$ cat src/rtl/wb_arbiter.sv
// Two-port register-file writeback arbiter: buffers ALU and load-unit writes
// and issues at most one register-file write per cycle, round-robin on contention.
module wb_arbiter #(
  parameter int BITS      = 32,
  parameter int WORDS     = 32,
  parameter int ADDR_LEFT = $clog2(WORDS) - 1
) (
  input  logic               clk,
  input  logic               rst_,

  input  logic               a_valid,
  output logic               a_ready,
  input  logic [ADDR_LEFT:0] a_waddr,
  input  logic [BITS-1:0]    a_wdata,
  input  logic [3:0]         a_byte_en,

  input  logic               b_valid,
  output logic               b_ready,
  input  logic [ADDR_LEFT:0] b_waddr,
  input  logic [BITS-1:0]    b_wdata,
  input  logic [3:0]         b_byte_en,

  output logic               rf_rw_,
  output logic [ADDR_LEFT:0] rf_waddr,
  output logic [BITS-1:0]    rf_wdata,
  output logic [3:0]         rf_byte_en,
  output logic [WORDS-1:0]   pend_mask
);

  localparam int AW = ADDR_LEFT + 1;

  typedef enum logic {
    PORT_A = 1'b0,
    PORT_B = 1'b1
  } port_e;

  logic               a_full_q, a_full_d;
  logic [ADDR_LEFT:0] a_addr_q, a_addr_d;
  logic [BITS-1:0]    a_data_q, a_data_d;
  logic [3:0]         a_be_q,   a_be_d;

  logic               b_full_q, b_full_d;
  logic [ADDR_LEFT:0] b_addr_q, b_addr_d;
  logic [BITS-1:0]    b_data_q, b_data_d;
  logic [3:0]         b_be_q,   b_be_d;

  logic               out_vld_q,  out_vld_d;
  logic [ADDR_LEFT:0] out_addr_q, out_addr_d;
  logic [BITS-1:0]    out_data_q, out_data_d;
  logic [3:0]         out_be_q,   out_be_d;

  port_e              rr_last_q, rr_last_d;

  logic               grant_a;
  logic               grant_b;
  logic               contend;
  logic               a_load;
  logic               b_load;

  function automatic logic [WORDS-1:0] one_hot(input logic [ADDR_LEFT:0] addr);
    logic [WORDS-1:0] v;
    v = '0;
    for (int i = 0; i < WORDS; i++) begin
      v[i] = (addr == AW'(i));
    end
    return v;
  endfunction

  // Equal addresses always favour B so the A value lands last in the file.
  always_comb begin
    grant_a   = 1'b0;
    grant_b   = 1'b0;
    rr_last_d = rr_last_q;
    contend   = a_full_q & b_full_q;
    if (contend) begin
      if ((a_addr_q == b_addr_q) || (rr_last_q == PORT_A)) begin
        grant_b   = 1'b1;
        rr_last_d = PORT_B;
      end else begin
        grant_a   = 1'b1;
        rr_last_d = PORT_A;
      end
    end else begin
      grant_a = a_full_q;
      grant_b = b_full_q;
    end
  end

  always_comb begin
    a_ready = rst_ & (~a_full_q | grant_a);
    b_ready = rst_ & (~b_full_q | grant_b);
    a_load  = a_valid & a_ready & (a_waddr != '0);
    b_load  = b_valid & b_ready & (b_waddr != '0);
  end

  always_comb begin
    a_full_d = a_full_q;
    a_addr_d = a_addr_q;
    a_data_d = a_data_q;
    a_be_d   = a_be_q;
    if (grant_a) begin
      a_full_d = 1'b0;
    end
    if (a_load) begin
      a_full_d = 1'b1;
      a_addr_d = a_waddr;
      a_data_d = a_wdata;
      a_be_d   = a_byte_en;
    end
  end

  always_comb begin
    b_full_d = b_full_q;
    b_addr_d = b_addr_q;
    b_data_d = b_data_q;
    b_be_d   = b_be_q;
    if (grant_b) begin
      b_full_d = 1'b0;
    end
    if (b_load) begin
      b_full_d = 1'b1;
      b_addr_d = b_waddr;
      b_data_d = b_wdata;
      b_be_d   = b_byte_en;
    end
  end

  always_comb begin
    out_vld_d  = grant_a | grant_b;
    out_addr_d = out_addr_q;
    out_data_d = out_data_q;
    out_be_d   = out_be_q;
    if (grant_a) begin
      out_addr_d = a_addr_q;
      out_data_d = a_data_q;
      out_be_d   = a_be_q;
    end else if (grant_b) begin
      out_addr_d = b_addr_q;
      out_data_d = b_data_q;
      out_be_d   = b_be_q;
    end
  end

  always_ff @(posedge clk or negedge rst_) begin
    if (!rst_) begin
      a_full_q   <= 1'b0;
      a_addr_q   <= '0;
      a_data_q   <= '0;
      a_be_q     <= '0;
      b_full_q   <= 1'b0;
      b_addr_q   <= '0;
      b_data_q   <= '0;
      b_be_q     <= '0;
      out_vld_q  <= 1'b0;
      out_addr_q <= '0;
      out_data_q <= '0;
      out_be_q   <= '0;
      rr_last_q  <= PORT_B;
    end else begin
      a_full_q   <= a_full_d;
      a_addr_q   <= a_addr_d;
      a_data_q   <= a_data_d;
      a_be_q     <= a_be_d;
      b_full_q   <= b_full_d;
      b_addr_q   <= b_addr_d;
      b_data_q   <= b_data_d;
      b_be_q     <= b_be_d;
      out_vld_q  <= out_vld_d;
      out_addr_q <= out_addr_d;
      out_data_q <= out_data_d;
      out_be_q   <= out_be_d;
      rr_last_q  <= rr_last_d;
    end
  end

  always_comb begin
    rf_rw_     = ~out_vld_q;
    rf_waddr   = out_vld_q ? out_addr_q : '0;
    rf_wdata   = out_vld_q ? out_data_q : '0;
    rf_byte_en = out_vld_q ? out_be_q   : '0;
  end

  always_comb begin
    pend_mask = '0;
    if (a_full_q) begin
      pend_mask = pend_mask | one_hot(a_addr_q);
    end
    if (b_full_q) begin
      pend_mask = pend_mask | one_hot(b_addr_q);
    end
    if (out_vld_q) begin
      pend_mask = pend_mask | one_hot(out_addr_q);
    end
  end

endmodule

$ cat config.mk
export PLATFORM = sky130hd
export DESIGN_NAME = wb_arbiter
export DESIGN_NICKNAME = d
export VERILOG_FILES = /design/src/rtl/wb_arbiter.sv
export SDC_FILE = /design/constraint.sdc
export NUM_CORES = 1
export LEC_CHECK = 0
export ABC_AREA = 1
export CELL_PAD_IN_SITES_DETAIL_PLACEMENT = 0
export CELL_PAD_IN_SITES_GLOBAL_PLACEMENT = 1
export CORE_MARGIN = 2
export CORE_UTILIZATION = 37
export CTS_BUF_LIST = sky130_fd_sc_hd__clkbuf_8
export CTS_CLUSTER_DIAMETER = 40
export DETAILED_ROUTE_END_ITERATION = 10
export PLACE_DENSITY = 0.92
export SLEW_MARGIN = 20
export SYNTH_ARGS = -nofsm -noshare
export SYNTH_HDL_FRONTEND = slang
export SYNTH_SLANG_ARGS = --single-unit
export TNS_END_PERCENT = 20
$ cat constraint.sdc
create_clock -name clk -period 1.8 [get_ports clk]
set_clock_uncertainty 0.15 [all_clocks]
set_input_delay 0.36 -clock clk [delete_from_list [all_inputs] [get_ports clk]]
set_output_delay 0.36 -clock clk [all_outputs]
set_load 0.05 [all_outputs]
==> qor.tcl, run 1 <==
set qor(synthesized_instance_count) 1015
set qor(drcViolationCount) 0
set qor(crit_type) {register to primary output}
set qor(outcome) {finished, violations left}
set qor(layout-drive-gt1-share) 0.344
set qor(setup_viol) 201
set qor(critPathMaxFanout) 7
set qor(synth_simple_gate_area_share) 0.355
set qor(wl_per_cell_um) 16.1
set qor(mostFrequentLayoutCells) {nand2_1 (299), inv_1 (127), dfrtp_1 (112)}
set qor(portbufs) 161
set qor(dominantRegCellSynth) {dfrtp_1}
set qor(synth-async-reset-ratio) 1.00
set qor(tritoncts_clock_tree) {yes}
set qor(synth_top_family_by_area) {simple AND/OR/NAND/NOR gates}
set qor(mappedNetlistNets) 1101
set qor(timing.final.hold_violations) 0
set qor(timing.reg2reg.worst_path_depth) 12
set qor(timing.critical_path.slowest_cell_delay_ns) 0.47
set qor(r2r_start) {a_addr_q[0]}
set qor(globalRouteTotalUtil) 0.227
set qor(synth_compound_area_frac) 0.0536
set qor(fin_hold_ws_ns) 0.0370
set qor(drt_pre_antenna_iters) 5
set qor(floorplan.die.height_um) 142
set qor(post-route-util) 0.635
set qor(via_count) 7596
set qor(max-cap-violations) 0
set qor(tritoncts_num_sinks) 127
set qor(finalNetCount) 1333
set qor(worst-path-buf-inv) 2
set qor(h_tree_levels) 4
set qor(globalRoute.totalOverflow) 0
set qor(synth_area_per_cell_sq_um) 6.97
set qor(synth.yosys.seq_area_share) 0.449
set qor(die_footprint_sq_mm) 0.0202
set qor(final.period_utilization) 1.33
set qor(die-width_um) 142
set qor(io_pins) 162
set qor(violated_checks) {setup timing}
set qor(capture_instance_of_the_worst_register_to_register_path) {out_addr_q[0]}
set qor(dr.first_iter.drc_count) 641
set qor(crit_path_start_kind) {register}
set qor(final_ws_setup_ns) -0.602
set qor(row_count) 50
set qor(slew_violations) 0
set qor(synth_seq_cells) 127
set qor(power_leakage_nw) 6.01
set qor(number_of_global_route_vias_before_repair) 7262
set qor(worst_setup_hold_path_clk_slew_ns) 0.08
set qor(antenna_found_initial) 0
set qor(crit_path_top_delay_cell) {dfrtp_2}
set qor(grt_first_pass_wirelength_mm) 36.3
set qor(worstSkewPairLatency_ns) 0.45
set qor(clock.fmax_mhz) 416
set qor(routed_via_density) 5.08
set qor(postRouteWirelength_mm) 24.1
set qor(pin_count_of_the_biggest_net_entering_global_routing) 73
set qor(r2r_setup_slack_ns) -0.24
set qor(cp_data_arrival_time_ns) 1.89
set qor(power-per-cell-area_mw_per_mm2) 995
set qor(ant_nets) 0
set qor(n_fill_cell) 1503
set qor(crit_required_ns) 1.29
set qor(mappedNetlistArea_sq_mm) 0.00707
set qor(placeableCoreArea_sq_mm) 0.0187
set qor(syn_to_final_growth_pct) 68.0
set qor(yosysWarnings) 0
set qor(grt_setup_unrepaired) {yes}
set qor(period_minus_slack_ns) 2.40
set qor(cts-buffers-inserted) 17
set qor(post_synth_mux_area_share) 0
set qor(hpwl_mm) 16.0
set qor(yosys.area_share.xor_xnor) 0.00124
set qor(synth-adder-area-share) 0
set qor(synth_enable_flop_cells) 0
set qor(tightestPinTransition_ns) 0.935
set qor(worst_path_top_cell_family_by_delay) {flip-flops}
set qor(cp_cell_sequence) {nor2_1 -> buf_4 -> nand3_1 -> o211ai_1 -> clkbuf_16}
set qor(root_buffer) {clkbuf_8}
set qor(hold_path.class) {input pin to asynchronous set/reset pin}
set qor(netlist-cell-type-count) 29
set qor(timing.critical_path.to_type) {primary output}
set qor(max_slew_headroom_at_the_worst_pin) 0.376
set qor(vdd_ir_drop_max_mv) 0.509
set qor(most_common_cell_after_layout_fill_and_taps_aside) {nand2_1}
set qor(place_congestion) 0.927
set qor(initial_utilization) 0.378
set qor(clk_path_buf_depth) 2
[Yosys cell counts, types with 4 or more instances]
master,count,share of area
dfrtp_1,126,0.45
inv_1,185,0.098
o21ai_1,32,0.023
o221ai_1,10,0.012
clkbuf_1,26,0.014
buf_1,8,0.0042
buf_6,4,0.0064
o21ai_0,8,0.0057
nand2_1,347,0.18
buf_4,4,0.0042
o211ai_1,8,0.0085
nand4_1,41,0.036
nor3_1,7,0.0050
nor2_1,39,0.021
buf_2,17,0.012
nand3_1,136,0.096
[through the flow]
step | setup TNS, ns | setup WS [ns] | cells | cell area (sq um) | total power, W
2_1_floorplan | -9.07 | -0.253 | 1015 | 7320 | 0.00621
3_3_place_gp | -13.67 | -0.140 | 1431 | 10300 | 0.00824
3_5_place_dp | -21.80 | -0.202 | 1431 | 10300 | 0.00831
4_1_cts | -44.87 | -0.569 | 1476 | 11100 | 0.0113
5_1_grt | -65.13 | -0.657 | 1494 | 11900 | 0.0124
6_report | -49.51 | -0.602 | 1495 | 11900 | 0.0118
[final cells by class]
| type | count | area, sq um | share of cell area |
|---|---|---|---|
| sequential | 127 | 3200 | 0.269 |
| inverter | 187 | 711 | 0.0598 |
| tap | 234 | 293 | 0.0246 |
| clock buffer | 19 | 262 | 0.0220 |
| timing repair buffer | 273 | 3500 | 0.295 |
| clock inverter | 13 | 169 | 0.0142 |
| antenna | 1 | 2.50 | 0.000211 |
| multi-input combinational | 641 | 3750 | 0.315 |
[what timing repair did]
item,CTS,global route
resized for setup,118,158
setup buffers,12,15
endpoints found under the hold margin,55,0
hold buffers,1,0
endpoints found under the setup margin,201,202
cloned,0,4
pin swaps,16,30
[sequential cells by signal (all words and copies together), names as in the netlist]
register / flops
a_addr_q: 5
a_be_q: 4
a_data_q: 32
a_full_q: 1
b_addr_q: 5
b_be_q: 4
b_data_q: 32
b_full_q: 1
out_addr_q: 5
out_be_q: 4
out_data_q: 32
out_vld_q: 1
rr_last_q: 1
[power by group]
part | switching, W | internal [W] | leakage, nW | total [W]
Combinational | 0.00294 | 0.00226 | 4.23 | 0.00520
Sequential | 0.000486 | 0.00344 | 1.56 | 0.00393
Clock | 0.00114 | 0.00156 | 0.222 | 0.00270
Total | 0.00457 | 0.00726 | 6.01 | 0.0118
[worst max-delay path by stage]
stage | startpoint | to | slack [ns] | depth (start not counted)
global placement | b_waddr[3] | b_data_q[21] | -0.14 | 7
finish | out_addr_q[2] | pend_mask[17] | -0.60 | 5
detailed placement | a_addr_q[3] | out_data_q[29] | -0.20 | 12
floorplan | a_addr_q[0] | pend_mask[10] | -0.25 | 5
CTS | a_addr_q[0] | a_ready | -0.57 | 8
global route | out_addr_q[2] | pend_mask[17] | -0.66 | 5
[kinds of logic (layout without fill, tap and decap cells)]
group / after synthesis / count (layout)
buffers and inverters: 247 / 492
flip-flops: 127 / 127
AND/OR/NAND/NOR: 578 / 578
XOR/XNOR: 1 / 1
other: 0 / 1
AO/OA/AOI/OAI: 62 / 62
[layer usage]
metal,track usage,vias to the layer above,share of wire
li1,-,3636,-
met1,0.303,3596,0.43
met2,0.361,300,0.49
met3,0.0478,64,0.061
met4,0.0942,0,0.027
met5,0,-,0
Power figures use the tool's default switching activity.
==> run 2, diff against run 1 <==
--- a/config.mk
+++ b/config.mk
@@ -16,2 +16,4 @@
 export PLACE_DENSITY = 0.92
+export RECOVER_POWER = 100
+export SETUP_SLACK_MARGIN = 0.02
 export SLEW_MARGIN = 20
--- a/constraint.sdc
+++ b/constraint.sdc
@@ -4,2 +4,2 @@
 set_output_delay 0.36 -clock clk [all_outputs]
-set_load 0.05 [all_outputs]
+set_load 0.1 [all_outputs]
==> qor.tcl, run 2 (same netlist as run 1, synthesis figures left out) <==
set qor(final.period_utilization) 1.35 ;# +0.0167
set qor(portbufs) 161 ;# unchanged
set qor(crit_required_ns) 1.29 ;# about the same
set qor(postRouteWirelength_mm) 23.6 ;# -1.9%
set qor(clock.fmax_mhz) 411 ;# -1.2%
set qor(setup_viol) 201 ;# unchanged
set qor(setup_total_negative_slack_ns) -49.13 ;# +0.375 ns
set qor(biggest_registers_after_layout) {a_data_q (32), b_data_q (32), out_data_q (32)}
set qor(max_slew_headroom_at_the_worst_pin) 0.501 ;# +0.125
set qor(final_ws_setup_ns) -0.633 ;# -0.0301 ns
set qor(dr.first_iter.drc_count) 491 ;# -23%
set qor(worst-path-buf-inv) 3 ;# +1
set qor(n_fill_cell) 1507 ;# +0.27%
set qor(cp_cell_sequence) {inv_2 -> nor2_2 -> inv_1 -> nor2_1 -> nand2_1 -> nand3_2 -> buf_12}
set qor(period_minus_slack_ns) 2.43 ;# +0.0301 ns
set qor(max-cap-violations) 0 ;# unchanged
set qor(mostFrequentLayoutCells) {nand2_1 (318), inv_1 (133), dfrtp_1 (111)}
set qor(slew_violations) 0 ;# unchanged
set qor(r2r_start) {a_addr_q[3]}
set qor(place_congestion) 0.942 ;# +1.7%
set qor(cp_data_arrival_time_ns) 1.92 ;# +0.03 ns
set qor(critical_path.startpoint) {a_addr_q[2]}
set qor(power_leakage_nw) 5.97 ;# -0.66%
set qor(globalRouteTotalUtil) 0.235 ;# +0.00748
set qor(layout-drive-gt1-share) 0.319 ;# -0.0251
set qor(fin_hold_ws_ns) 0.212 ;# +0.175 ns
set qor(pin_count_of_the_biggest_net_entering_global_routing) 85 ;# +16%
set qor(finalNetCount) 1333 ;# unchanged
set qor(tritoncts_clock_tree) {yes}
set qor(violated_checks) {setup timing}
set qor(die_footprint_sq_mm) 0.0202 ;# unchanged
set qor(worst_path_top_cell_family_by_delay) {simple AND/OR/NAND/NOR gates}
set qor(timing.critical_path.slowest_cell_delay_ns) 0.46 ;# about the same
set qor(io_pins) 162 ;# unchanged
set qor(placeableCoreArea_sq_mm) 0.0187 ;# unchanged
set qor(tritoncts_num_sinks) 127 ;# unchanged
set qor(drcViolationCount) 0 ;# unchanged
set qor(number_of_global_route_vias_before_repair) 7312 ;# +0.69%
set qor(post-layout-total-power_w) 0.0125 ;# +5.8%
set qor(via_count) 7517 ;# -1.0%
set qor(critPathMaxFanout) 6 ;# -1
set qor(drt_pre_antenna_iters) 4 ;# -1
set qor(detailedPlace.worstSlack_ns) -0.188 ;# +0.0139 ns
set qor(hpwl_mm) 16.1 ;# +0.58%
set qor(insertedDiodeCount) 0 ;# -1
set qor(routed_via_density) 5.03 ;# -0.91%
set qor(post-route-util) 0.628 ;# -0.00736
set qor(power-per-cell-area_mw_per_mm2) 1070 ;# +7.1%
set qor(ant_nets) 0 ;# unchanged
set qor(tightestPinTransition_ns) 0.749 ;# -0.187 ns
set qor(timing.critical_path.to_type) {primary output}
set qor(floorplan.die.height_um) 142 ;# unchanged
set qor(outcome) {finished, violations left}
set qor(crit_path_top_delay_cell) {dfrtp_2}
set qor(crit_type) {register to primary output}
set qor(h_tree_levels) 4 ;# unchanged
set qor(row_count) 50 ;# unchanged
set qor(worstSkewPairLatency_ns) 0.45 ;# about the same
set qor(worst_setup_hold_path_clk_slew_ns) 0.08 ;# about the same
set qor(antenna_found_initial) 0 ;# unchanged
set qor(most_common_cell_after_layout_fill_and_taps_aside) {nand2_1}
set qor(cts-buffers-inserted) 17 ;# unchanged
set qor(die-width_um) 142 ;# unchanged
set qor(hp-start) {rst_}
set qor(grt_setup_unrepaired) {yes}
set qor(syn_to_final_growth_pct) 66.1
set qor(timing.final.hold_violations) 0 ;# unchanged
set qor(wl_per_cell_um) 15.8 ;# -1.8%
set qor(clk_path_buf_depth) 2 ;# unchanged
set qor(initial_utilization) 0.378 ;# unchanged
set qor(grt_first_pass_wirelength_mm) 37.1 ;# +2.4%
set qor(globalRoute.totalOverflow) 0 ;# unchanged
set qor(root_buffer) {clkbuf_8}
set qor(hold_path.class) {input pin to register}
set qor(crit_path_start_kind) {register}
set qor(vdd_ir_drop_max_mv) 0.641 ;# +26%
[run 2: cell count changes in the layout (fill, tap and decap cells not counted), moves of 5 or more]
cell / change
clkbuf_16: -5
inv_2: -7
nor2_4: -8
buf_6: -13
inv_1: +6
nor2_2: +7
buf_12: +14
nand2_1: +19
buf_8: -7
buf_4: +6
nand2_2: -19
[run 2: cell type report]
| type | count | area (sq um) | share of cell area |
|---|---|---|---|
| clock buffers | 21 | 289 | 0.0246 |
| clock inverters | 10 | 120 | 0.0102 |
| inverters | 187 | 731 | 0.0622 |
| multi-input cells | 641 | 3620 | 0.308 |
| flip-flops and latches | 127 | 3200 | 0.272 |
| well taps | 234 | 293 | 0.0249 |
| repair buffers | 273 | 3500 | 0.298 |
[run 2: power by group]
part	switching [W]	internal, W	total (W)
logic	0.00376	0.00227	0.00604
clock network	0.00110	0.00148	0.00258
registers	0.000458	0.00344	0.00390
total	0.00532	0.00720	0.0125
[run 2: worst paths after layout]
| path | to | slack [ns] | cells past startpoint |
|---|---|---|---|
| setup reg to reg | out_addr_q[0] | -0.30 | 13 |
| hold reg to reg | a_data_q[14] | 0.33 | 2 |
| hold / removal | b_addr_q[2] | 0.21 | 5 |
| min in group asynchronous | a_addr_q[4] | 0.53 | 3 |
| max in group asynchronous | out_addr_q[0] | 0.15 | 3 |
| setup / recovery | pend_mask[7] | -0.63 | 7 |
[run 2: through the flow]
| stage | cells | cell area (sq um) |
|---|---|---|
| final | 1493 | 11700 |
| after global routing | 1493 | 11700 |
| after CTS | 1479 | 11400 |
| after detailed placement | 1436 | 10600 |
| after global placement | 1436 | 10600 |
| after floorplan | 1015 | 7460 |
[run 2: metal layers]
layer	up-vias	global-route usage	routed length (um)
met3	66	0.0340	1330
met2	284	0.378	11400
li1	3637	-	-
met1	3530	0.320	10100
met5	-	0	0
met4	0	0.0937	800
[run 2: tightest hold or removal path, cell delays in order]
cell	delay, ns
buf_6	0.13
nand2_1	0.08
inv_2	0.05
nand3_1	0.09
nand2_1	0.06
[run 2: repair_timing]
action                     4_1_cts  5_1_grt
hold buffers                     1        0
gates resized for setup        128       52
setup endpoints to repair      199      202
pin swaps                       24       18
hold endpoints to repair       127        0
cloned                           1        1
setup buffers                   10       13
